File: src/rtl/io_reg_seq_pkg.sv
// Shared types for io_reg_seq: FSM state encoding, transaction class and
// default bank widths.
package io_reg_seq_pkg;

   localparam int OUT_W_DEF = 18;
   localparam int IN_W_DEF  = 8;

   typedef enum logic [2:0] {
      S_IDLE    = 3'd0,
      S_WRITE   = 3'd1,
      S_CAPTURE = 3'd2,
      S_HOLD    = 3'd3,
      S_WAIT    = 3'd4,
      S_RESP    = 3'd5
   } state_t;

   typedef enum logic {
      CLS_WRITE   = 1'b0,
      CLS_CAPTURE = 1'b1
   } class_t;

endpackage

File: src/rtl/io_reg_seq_rr_arb2.sv
// Two-requester round-robin arbiter. The grant is combinational from req and
// the pointer; the pointer moves to the other requester whenever take is high.
module io_reg_seq_rr_arb2 (
   input  logic       clk,
   input  logic       rst_n,
   input  logic [1:0] req,
   input  logic       take,
   output logic [1:0] grant,
   output logic       grant_idx
);

   logic ptr;

   // NOTE: always_comb assigns every output a default first so no latch is inferred.
   always_comb begin
      grant_idx = ptr;
      if (!req[ptr]) grant_idx = ~ptr;
      grant = '0;
      if (|req) grant[grant_idx] = 1'b1;
   end

   // NOTE: sequential state uses non-blocking assignments only.
   always_ff @(posedge clk or negedge rst_n) begin
      if (!rst_n)              ptr <= 1'b0;
      else if (take && |req)   ptr <= ~grant_idx;
   end

endmodule

File: src/rtl/io_reg_seq.sv
// Sequencer for an output register bank (writes) and an input register bank
// (captures). Define IO_REG_SEQ_HOLD_EN to add a one-cycle HOLD step with FIXHOLD.
module io_reg_seq
   import io_reg_seq_pkg::*;
#(
   parameter int OUT_W = OUT_W_DEF,
   parameter int IN_W  = IN_W_DEF
) (
   input  logic             IQC,
   input  logic             QRT_N,
   input  logic [1:0]       REQ_VALID,
   input  logic [OUT_W-1:0] REQ_DATA0,
   input  logic [OUT_W-1:0] REQ_DATA1,
   output logic [1:0]       REQ_READY,
   output logic [OUT_W-1:0] OQI,
   output logic [OUT_W-1:0] OSEL,
   input  logic             CAP_REQ,
   input  logic [IN_W-1:0]  CAP_MASK,
   output logic [IN_W-1:0]  ISEL,
   output logic [IN_W-1:0]  FIXHOLD,
   input  logic [IN_W-1:0]  IQZ,
   output logic             CAP_VALID,
   output logic [IN_W-1:0]  CAP_DATA,
   output logic             BUSY
);

   state_t          state;
   class_t          last_class;
   logic [IN_W-1:0] cap_mask;
   logic            write_sel;
   logic            arb_take;
   logic [1:0]      arb_grant;
   logic            arb_idx;

`ifdef IO_REG_SEQ_HOLD_EN
   logic [IN_W-1:0] fixhold_q;
   assign FIXHOLD = fixhold_q;
`else
   assign FIXHOLD = '0;
`endif

   // A pending write only overtakes a capture request right after a capture.
   assign write_sel = (|REQ_VALID) && (!CAP_REQ || last_class == CLS_CAPTURE);
   assign arb_take  = (state == S_IDLE) && write_sel;

   io_reg_seq_rr_arb2 u_arb (
      .clk       (IQC),
      .rst_n     (QRT_N),
      .req       (REQ_VALID),
      .take      (arb_take),
      .grant     (arb_grant),
      .grant_idx (arb_idx)
   );

   // Outputs are registered alongside the state so each holds its value for
   // exactly the cycle the FSM spends in the corresponding state.
   always_ff @(posedge IQC or negedge QRT_N) begin
      if (!QRT_N) begin
         state      <= S_IDLE;
         last_class <= CLS_WRITE;
         cap_mask   <= '0;
         OQI        <= '0;
         OSEL       <= '0;
         REQ_READY  <= '0;
         ISEL       <= '0;
         CAP_VALID  <= 1'b0;
         CAP_DATA   <= '0;
         BUSY       <= 1'b0;
`ifdef IO_REG_SEQ_HOLD_EN
         fixhold_q  <= '0;
`endif
      end else begin
         OQI       <= '0;
         OSEL      <= '0;
         REQ_READY <= '0;
         ISEL      <= '0;
         CAP_VALID <= 1'b0;
`ifdef IO_REG_SEQ_HOLD_EN
         fixhold_q <= '0;
`endif
         unique case (state)
            S_IDLE: begin
               if (write_sel) begin
                  state     <= S_WRITE;
                  OQI       <= arb_idx ? REQ_DATA1 : REQ_DATA0;
                  OSEL      <= '1;
                  REQ_READY <= arb_grant;
                  BUSY      <= 1'b1;
               end else if (CAP_REQ) begin
                  state    <= S_CAPTURE;
                  cap_mask <= CAP_MASK;
                  ISEL     <= CAP_MASK;
                  BUSY     <= 1'b1;
`ifdef IO_REG_SEQ_HOLD_EN
                  fixhold_q <= CAP_MASK;
`endif
               end
            end
            S_WRITE: begin
               state      <= S_IDLE;
               last_class <= CLS_WRITE;
               BUSY       <= 1'b0;
            end
            S_CAPTURE: begin
`ifdef IO_REG_SEQ_HOLD_EN
               state     <= S_HOLD;
               fixhold_q <= cap_mask;
`else
               state     <= S_WAIT;
`endif
            end
            S_HOLD: begin
`ifdef IO_REG_SEQ_HOLD_EN
               state <= S_WAIT;
`else
               state <= S_IDLE;
               BUSY  <= 1'b0;
`endif
            end
            S_WAIT: begin
               state     <= S_RESP;
               CAP_DATA  <= IQZ & cap_mask;
               CAP_VALID <= 1'b1;
            end
            S_RESP: begin
               state      <= S_IDLE;
               last_class <= CLS_CAPTURE;
               BUSY       <= 1'b0;
            end
            default: begin
               state <= S_IDLE;
               BUSY  <= 1'b0;
            end
         endcase
      end
   end

endmodule

File: config.mk
export PLATFORM = sky130hd
export DESIGN_NAME = io_reg_seq
export DESIGN_NICKNAME = d
export VERILOG_FILES = /design/src/rtl/io_reg_seq_pkg.sv /design/src/rtl/io_reg_seq_rr_arb2.sv /design/src/rtl/io_reg_seq.sv
export SDC_FILE = /design/constraint.sdc
export NUM_CORES = 1
export LEC_CHECK = 0
export CORE_ASPECT_RATIO = 0.6
export CORE_MARGIN = 3
export CORE_UTILIZATION = 40
export CTS_BUF_LIST = sky130_fd_sc_hd__clkbuf_8
export CTS_CLUSTER_DIAMETER = 40
export CTS_CLUSTER_SIZE = 24
export DETAILED_ROUTE_END_ITERATION = 10
export GPL_TIMING_DRIVEN = 0
export PLACE_DENSITY = 0.82
export SYNTH_ARGS = -nofsm -noshare
export SYNTH_HDL_FRONTEND = slang
export SYNTH_SLANG_ARGS = --single-unit
File: constraint.sdc
create_clock -name IQC -period 2.1 [get_ports IQC]
set_clock_uncertainty 0.05 [all_clocks]
set_input_delay 0.63 -clock IQC [delete_from_list [all_inputs] [get_ports IQC]]
set_output_delay 0.63 -clock IQC [all_outputs]
set_load 0.01 [all_outputs]
==> results of run 1 <==
## kinds of logic after synthesis
kind of cell / count (synthesis) / synth area share [%]
simple gates: 53 / 11.8
mux: 9 / 4.69
compound gates: 51 / 12.3
buf+inv: 43 / 12.6
flops: 52 / 58.0
other cells: 1 / 0.167
xor+xnor: 1 / 0.391
## through the flow
step | power, mW | utilization (%) | cell area, um2 | worst slack (ns)
floorplan | 2.59 | - | 2270 | 0.540
global placement | 3.57 | 66.4 | 3470 | -1.12
detailed placement | 3.64 | 66.7 | 3490 | -0.205
CTS | 4.16 | 68.6 | 3590 | 0.0655
global route | 4.40 | 68.6 | 3590 | 0.0137
finish | 4.12 | 68.6 | 3590 | 0.0757
## report_power, final
| part | switching (mW) | leakage [nW] | internal [mW] |
|---|---|---|---|
| combinational | 0.884 | 0.965 | 1.16 |
| clock | 0.307 | 0.0510 | 0.263 |
| sequential | 0.167 | 0.681 | 1.34 |
| total | 1.36 | 1.70 | 2.76 |
## synth_stat cells, types with 3 or more instances
cell | number | area (um2)
buf_2 | 3 | 15.0
nand2_1 | 18 | 67.6
nor2_1 | 3 | 11.3
buf_4 | 25 | 188
o21ai_1 | 9 | 45.0
dfrtp_1 | 52 | 1300
o21ai_0 | 17 | 85.1
nand3_1 | 18 | 90.1
mux2_2 | 8 | 90.1
buf_6 | 3 | 33.8
and2_1 | 8 | 50.1
a21oi_1 | 20 | 100
clkbuf_1 | 6 | 22.5
inv_1 | 5 | 18.8
## path summary, 6_finish.rpt
kind,endpoint,cells after the start,from
worst max-delay path,OSEL[0],2,OSEL[16]
worst max register to register,cap_mask[7],5,state[2]
max in group asynchronous,OSEL[16],2,QRT_N
worst min register to register,CAP_DATA[0],2,CAP_DATA[0]
worst min-delay path,ISEL[5],1,QRT_N
min in group IQC,CAP_DATA[0],2,CAP_DATA[0]
## flip-flops by register name, summed over array words and instances (netlist names)
name,count
BUSY,1
CAP_DATA,8
CAP_VALID,1
ISEL,8
OQI,18
OSEL,1
REQ_READY,2
cap_mask,8
last_class,1
state,3
u_arb.ptr,1
## layout by cell type, fill, tap and decap left out, types with 5 or more instances in the layout
master	instances
o21ai_0	17
mux2_2	8
and2_1	8
a21oi_1	20
nand2_1	18
clkbuf_8	6
inv_1	5
clkdlybuf4s50_1	94
dlygate4sd2_1	17
o21ai_1	9
buf_4	26
dfrtp_1	51
conb_1	8
nand3_1	18
## per-layer routing
| layer | GRT usage [%] | up-vias | wire length (um) | share of wire, % |
|---|---|---|---|---|
| met5 | 0 | - | 0 | 0 |
| met4 | 5.89 | 0 | 101 | 1.8 |
| met3 | 3.82 | 9 | 425 | 7.4 |
| met2 | 27.9 | 71 | 2620 | 46 |
| met1 | 24.4 | 891 | 2590 | 45 |
| li1 | - | 927 | - | - |
## repair_timing
action | 4_1_cts | 5_1_grt
resized for setup | 18 | 3
endpoints found under the setup margin | 18 | 5
pin swaps | 0 | 0
setup buffers | 2 | 0
## cell type report
type,instances,share of cell area [%]
buffer,38,7.39
multi-input combinational,122,19.1
clock buffer,6,2.30
clock inverter,2,0.279
inverter,5,0.523
sequential,52,36.3
tap,66,2.30
timing repair buffer,115,31.8
==> results by group, run 1 <==
Floorplanning
  • Site Rows: 20
  • Starting Density: 42.9%
  • Die span in x: 103 um
  • DIE AREA: ~6600 um2
  • Core Box Area: 5230 um2
  • Die height: 64.0 um
  • I/O pins: 121

Worst setup path
  • Req. time, crit path: 1.42 ns
  • CP Launch Type: register
  • CP bufs+invs: 2
  • Crit Path Max Fanout: 13
  • Worst setup path class: register to output port
  • Reg-to-reg setup timing slack: 0.45 ns
  • CP max stage delay: around 0.53 ns
  • Crit path arrival time: roughly 1.3 ns
  • CP max-delay cell: clkdlybuf4s50_1
  • Top delay family on crit path: buffers and inverters
  • CP Cell Sequence: buf_12, clkdlybuf4s50_1
  • CP endpoint kind: output port

Global route
  • Tot GR Track Use: between 10% and 20%
  • Vias in the first global route: around 1800
  • Antenna violations before repair: 0
  • First-pass GRT wire length: 9010 um
  • Largest net degree at the start of global routing: 31
  • GRT overflow: 0

Power
  • Power Density: 1150 nW/um2
  • VDD IR-drop max: 625 uV
  • Leakage: 1.70 nW

Timing
  • Slew Viols, Final: 0
  • Hold WS: 0.257 ns
  • Crit path time final: 2.02 ns
  • Hold Vio Cnt, Final: 0
  • Worst slew pin tran: 0.530 ns
  • Fmax: 494 MHz
  • Setup-failing EPs final: 0
  • Setup tns final: 0 ns
  • Relative slew slack: between 60 and 70%
  • Unrepaired setup endpoints after global routing: no
  • Final period util: 96.4%

Clocking
  • Hold-fix buffer count after cts: 0
  • CTS Sinks: 52
  • Clk root buf: clkbuf_8
  • CTS tree: yes
  • Clk_lat worst skew: just under 0.3 ns
  • Clock Tree Buf Depth: 2
  • CTS clock-pin slew for the worst setup and hold paths: 0.09 ns
  • Total CTS buffers: 5
  • H-tree levels: 2

Drt
  • Post-route ant nets: 0
  • Via count of the routed design: 1898
  • Post-Route WL: 5740 um
  • DR WL/cell: 14.1 um
  • DRC: 0
  • DR vias/cell: 4.67
  • 1st-pass router iterations: 4
  • DR iter-0 viols: 54

Layout
  • Number of fill cells in the layout: 422
  • Finished Layout Cells: about 400
  • Area occupied by registers: 1300 um2
  • Multi-input gate area: 684 um2
  • Layout area overhead: 60.0%
  • Share of cells above drive strength 1: 17.1%
  • Fin nets: 396
  • Number of diodes: 0

Placement
  • Port bufs: between 100 and 150
  • Gpl congestion: roughly 0.78
  • DP HPWL: between 4000 and 5000 um
  • Placed Instances: 396

Logic synthesis
  • Syn_area_per_cell: roughly 11 um2
  • Main synth FF type: dfrtp_1
  • Sequential area share after synthesis: 58.0%
  • Cell count after synthesis: 210
  • Register bit total from synthesis: 52
  • Number of synthesized flops with an enable pin: 0
  • Post-Syn Area: between 2000 and 2500 um2
  • Distinct cells, synth: 28
  • Async set or reset register ratio after synthesis: 100%
  • Ys Warns: 0

Run status
  • Outcome: complete, no violations

Worst hold path
  • Hold Crit Class: input pin to async pin

Job
  • Max Cap Violations: 0
No activity file was read; power rests on OpenSTA's default activity.
==> run 2: changes to the inputs <==
- CORE_MARGIN: 3 -> 10
==> results by group, run 2 (synthesis gave the netlist of run 1 again) <==
Worst setup path
  • Worst setup path class: input pin to register
  • CP endpoint kind: register
  • Reg-to-reg setup timing slack: 0.46 ns
  • Crit path arrival time: 2.19 ns
  • Crit Path Max Fanout: 10
  • Req. time, crit path: 2.27 ns
  • CP Launch Type: input pin

Clocking
  • Total CTS buffers: 5
  • CTS clock-pin slew for the worst setup and hold paths: 0.09 ns
  • H-tree levels: 2
  • Clock Tree Buf Depth: 2
  • CTS Sinks: 52
  • Clk_lat worst skew: 0.30 ns
  • Hold-fix buffer count after cts: 0
  • Clk root buf: clkbuf_8
  • CTS tree: yes

Placement
  • Port bufs: 112
  • Post-Place Cell Area: 3490 um2
  • DP HPWL: 5610 um
  • Placed Instances: 396
  • Gpl congestion: 0.785

Layout
  • Finished Layout Cells: between 400 and 500
  • Number of fill cells in the layout: between 400 and 500
  • Share of cells above drive strength 1: between 10% and 20%
  • Largest register FFs: 18
  • Fin nets: 397
  • Layout area overhead: 60.7%
  • Design area: 3600 um2
  • Commonest non-fill, non-tap cell in the layout: clkdlybuf4s50_1
  • Largest register by flop count: OQI
  • Multi-input gate area: 684 um2
  • Commonest non-fill, non-tap cells in the layout: clkdlybuf4s50_1, dfrtp_1, buf_4
  • Area occupied by registers: around 1300 um2
  • Number of diodes: 0
  • Final Util: 68.9%

Run status
  • Outcome: complete, no violations

Power
  • Leakage: 1.72 nW
  • Total power: 4.26 mW
  • VDD IR-drop max: 630 uV
  • Power Density: 1180 nW/um2

Drt
  • DRC: 0
  • Post-route ant nets: 0
  • Via count of the routed design: between 1500 and 2000
  • DR vias/cell: 4.72
  • 1st-pass router iterations: 4
  • DR WL/cell: 17.1 um
  • DR iter-0 viols: 65
  • Post-Route WL: 6950 um

Timing
  • Setup-failing EPs final: 0
  • Fmax: 495 MHz
  • Slew Viols, Final: 0
  • Final period util: about 96%
  • Relative slew slack: 64.1%
  • Crit path time final: 2.02 ns
  • Hold Vio Cnt, Final: 0
  • Unrepaired setup endpoints after global routing: no
  • Worst slew pin tran: 0.538 ns

Worst hold path
  • Hold Crit Class: input pin to async pin

Floorplanning
  • Site Rows: 20
  • DIE AREA: 9100 um2
  • Core Box Area: 5230 um2
  • Starting Density: 42.9%
  • Die height: 78.0 um
  • Die span in x: 117 um
  • I/O pins: between 100 and 150

Global route
  • First-pass GRT wire length: between 10000 and 15000 um
  • GRT overflow: 0
  • Largest net degree at the start of global routing: 33
  • Vias in the first global route: 1921
  • Antenna violations before repair: 0
  • Tot GR Track Use: 14.7%

Job
  • Max Cap Violations: 0
## run 2: changes by cell type in the layout (fill, tap and decap cells not counted), sizes merged
cell	before	now
bufinv	0	1
clkinv	2	1
dlygate4sd2	17	16
dlymetal6s2s	0	1
inv	5	6
## run 2: power by group
| part | total, mW | internal [mW] | switching (mW) |
|---|---|---|---|
| clock | 0.680 | 0.350 | 0.330 |
| sequential | 1.51 | 1.34 | 0.167 |
| combinational | 2.07 | 1.15 | 0.923 |
| total | 4.26 | 2.84 | 1.42 |
## run 2: stage by stage
step,setup WS [ns],setup TNS [ns],hold slack [ns]
detailed placement,-0.239,-2.23,0.434
floorplan,0.540,0,0.284
global placement,-1.25,-66.49,0.419
finish,0.0808,0,0.231
global route,0.00204,0,0.249
CTS,0.0216,0,0.243
## run 2: critical path: stages
cell	delay, ns
clkdlybuf4s50_1	0.55
and2b_1	0.31
clkbuf_1	0.36
o21ai_0	0.16
a21oi_1	0.17
## run 2: layer usage
metal | GRT usage, % | vias to the layer above | wire length, um
li1 | - | 930 | -
met1 | 18.0 | 909 | 2920
met2 | 24.4 | 74 | 3330
met3 | 5.38 | 8 | 645
met4 | 2.70 | 0 | 61
met5 | 0 | - | 0
## run 2: what timing repair did
action,CTS,global route
endpoints found under the setup margin,18,2
buffers inserted,3,0
gates resized for setup,17,3
pin swaps,0,0
## run 2: area by class of cell
cell class | instances | area share (%)
clock inverters | 3 | 1.08
inverters | 5 | 0.521
well taps | 66 | 2.29
plain buffers | 38 | 7.36
multi-input cells | 122 | 19.0
flip-flops and latches | 52 | 36.2
clock buffers | 5 | 1.91
repair buffers | 116 | 31.7
## run 2: final timing paths
kind                               from  cells after the start           to
hold reg to reg             CAP_DATA[7]                      2  CAP_DATA[7]
min in group IQC            CAP_DATA[7]                      2  CAP_DATA[7]
setup / recovery           REQ_VALID[0]                      5      OQI[11]
max in group asynchronous         QRT_N                      2     OSEL[16]
hold / removal                    QRT_N                      1       OQI[0]
setup reg to reg               state[2]                      5  cap_mask[7]
==> run 3: changes to the inputs <==
- PLACE_DENSITY: 0.82 -> default
- PLACE_DENSITY_LB_ADDON: default -> 0.1
- SKIP_CTS_REPAIR_TIMING: default -> 1
==> results by group, run 3 (synthesis gave the netlist of run 1 again) <==
Power
  • VDD IR-drop max: slightly below 500 uV
  • Power Density: between 1000 and 1500 nW/um2
  • Leakage: 1.89 nW

Layout
  • Commonest non-fill, non-tap cell in the layout: clkdlybuf4s50_1
  • Number of fill cells in the layout: 392
  • Share of cells above drive strength 1: 16.2%
  • Fin nets: 395
  • Largest register by flop count: OQI
  • Layout area overhead: 62.4%
  • Number of diodes: 0
  • Commonest non-fill, non-tap cells in the layout: clkdlybuf4s50_1, dfrtp_1, buf_4
  • Design area: 3640 um2
  • Largest register FFs: 18

Timing
  • Fmax: 491 MHz
  • Crit path time final: 2.04 ns
  • Unrepaired setup endpoints after global routing: no
  • Hold Vio Cnt, Final: 0
  • Final period util: 97.1%
  • Slew Viols, Final: 0
  • Setup-failing EPs final: 0
  • Hold WS: 0.204 ns

Placement
  • Port bufs: 112
  • Gpl congestion: 0.763
  • DP HPWL: 5370 um
  • Post-Place Cell Area: 3490 um2

Worst setup path
  • CP max-delay cell: clkdlybuf4s50_1
  • CP Launch Type: register
  • Crit Path Max Fanout: 18
  • R2R cell count: 5
  • Crit path arrival time: 1.36 ns
  • Worst setup path class: register to output port
  • Top delay family on crit path: buffers and inverters
  • CP endpoint kind: output port
  • CP Cell Sequence: buf_12, clkdlybuf4s50_1
  • CP bufs+invs: 2
  • Worst path depth: 2
  • CP max stage delay: 0.55 ns
  • Req. time, crit path: 1.42 ns

Global route
  • First-pass GRT wire length: 10300 um
  • Largest net degree at the start of global routing: 36
  • Tot GR Track Use: 14.2%
  • Vias in the first global route: 1900
  • GRT overflow: 0
  • Antenna violations before repair: 0

Clocking
  • Total CTS buffers: 5
  • CTS clock-pin slew for the worst setup and hold paths: 0.08 ns
  • Clock Tree Buf Depth: 2
  • CTS tree: yes
  • CTS Sinks: 52
  • Clk root buf: clkbuf_8
  • Clk_lat worst skew: 0.30 ns
  • H-tree levels: 2

Floorplanning
  • Die height: around 78 um
  • Die span in x: approximately 120 um
  • DIE AREA: 9100 um2
  • Starting Density: 42.9%
  • I/O pins: 121
  • Core Box Area: 5230 um2
  • Site Rows: 20

Worst hold path
  • Hold Crit Class: input pin to async pin

Drt
  • DR vias/cell: 4.67
  • Post-route ant nets: 0
  • Via count of the routed design: between 1500 and 2000
  • 1st-pass router iterations: 4
  • DR iter-0 viols: about 120
  • DRC: 0
  • Post-Route WL: 6910 um
  • DR WL/cell: 17.1 um

Run status
  • Outcome: complete, no violations

Job
  • Max Cap Violations: 0
[run 3: final timing paths]
kind,startpoint,end,slack [ns]
min reg2reg,CAP_DATA[6],CAP_DATA[6],0.44
min,QRT_N,OQI[2],0.20
min in group IQC,CAP_DATA[6],CAP_DATA[6],0.44
max in group asynchronous,QRT_N,OSEL[16],1.26
max reg2reg,state[2],cap_mask[7],0.48
max,OSEL[16],OSEL[0],0.06
[run 3: through the flow]
| stage | power (mW) | worst slack (ns) | cells | TNS (ns) | util (%) |
|---|---|---|---|---|---|
| after detailed placement | 3.68 | -0.195 | 396 | -2.19 | 66.7 |
| after global placement | 3.63 | -1.21 | 395 | -64.37 | 66.4 |
| after CTS | 4.25 | -0.320 | 404 | -5.32 | 68.4 |
| after floorplan | 2.59 | 0.540 | 217 | 0 | - |
| final | 4.21 | 0.0617 | 405 | 0 | 69.6 |
| after global routing | 4.49 | 0.0155 | 405 | 0 | 69.6 |
[run 3: layout make-up]
type                    count  area, um2  share of cell area (%)
inverters                   5       18.8                   0.515
clock buffers               6       82.6                    2.27
multi-input cells         122        684                    18.8
repair buffers            114       1200                    32.9
flip-flops and latches     52       1300                    35.8
well taps                  66       82.6                    2.27
clock inverters             2       7.51                   0.206
plain buffers              38        265                    7.28
[run 3: report_power, final]
| group | switching [mW] | total (mW) | internal [mW] |
|---|---|---|---|
| clock | 0.309 | 0.569 | 0.260 |
| combinational | 0.931 | 2.14 | 1.21 |
| sequential | 0.166 | 1.50 | 1.34 |
| total | 1.41 | 4.21 | 2.81 |
[run 3: per-layer routing]
layer	GRT usage [%]	share of wire [%]	up-vias
met5	0	0	-
met4	3.32	0.78	0
met3	4.99	10	5
met2	22.1	45	90
met1	18.6	44	868
li1	-	-	927
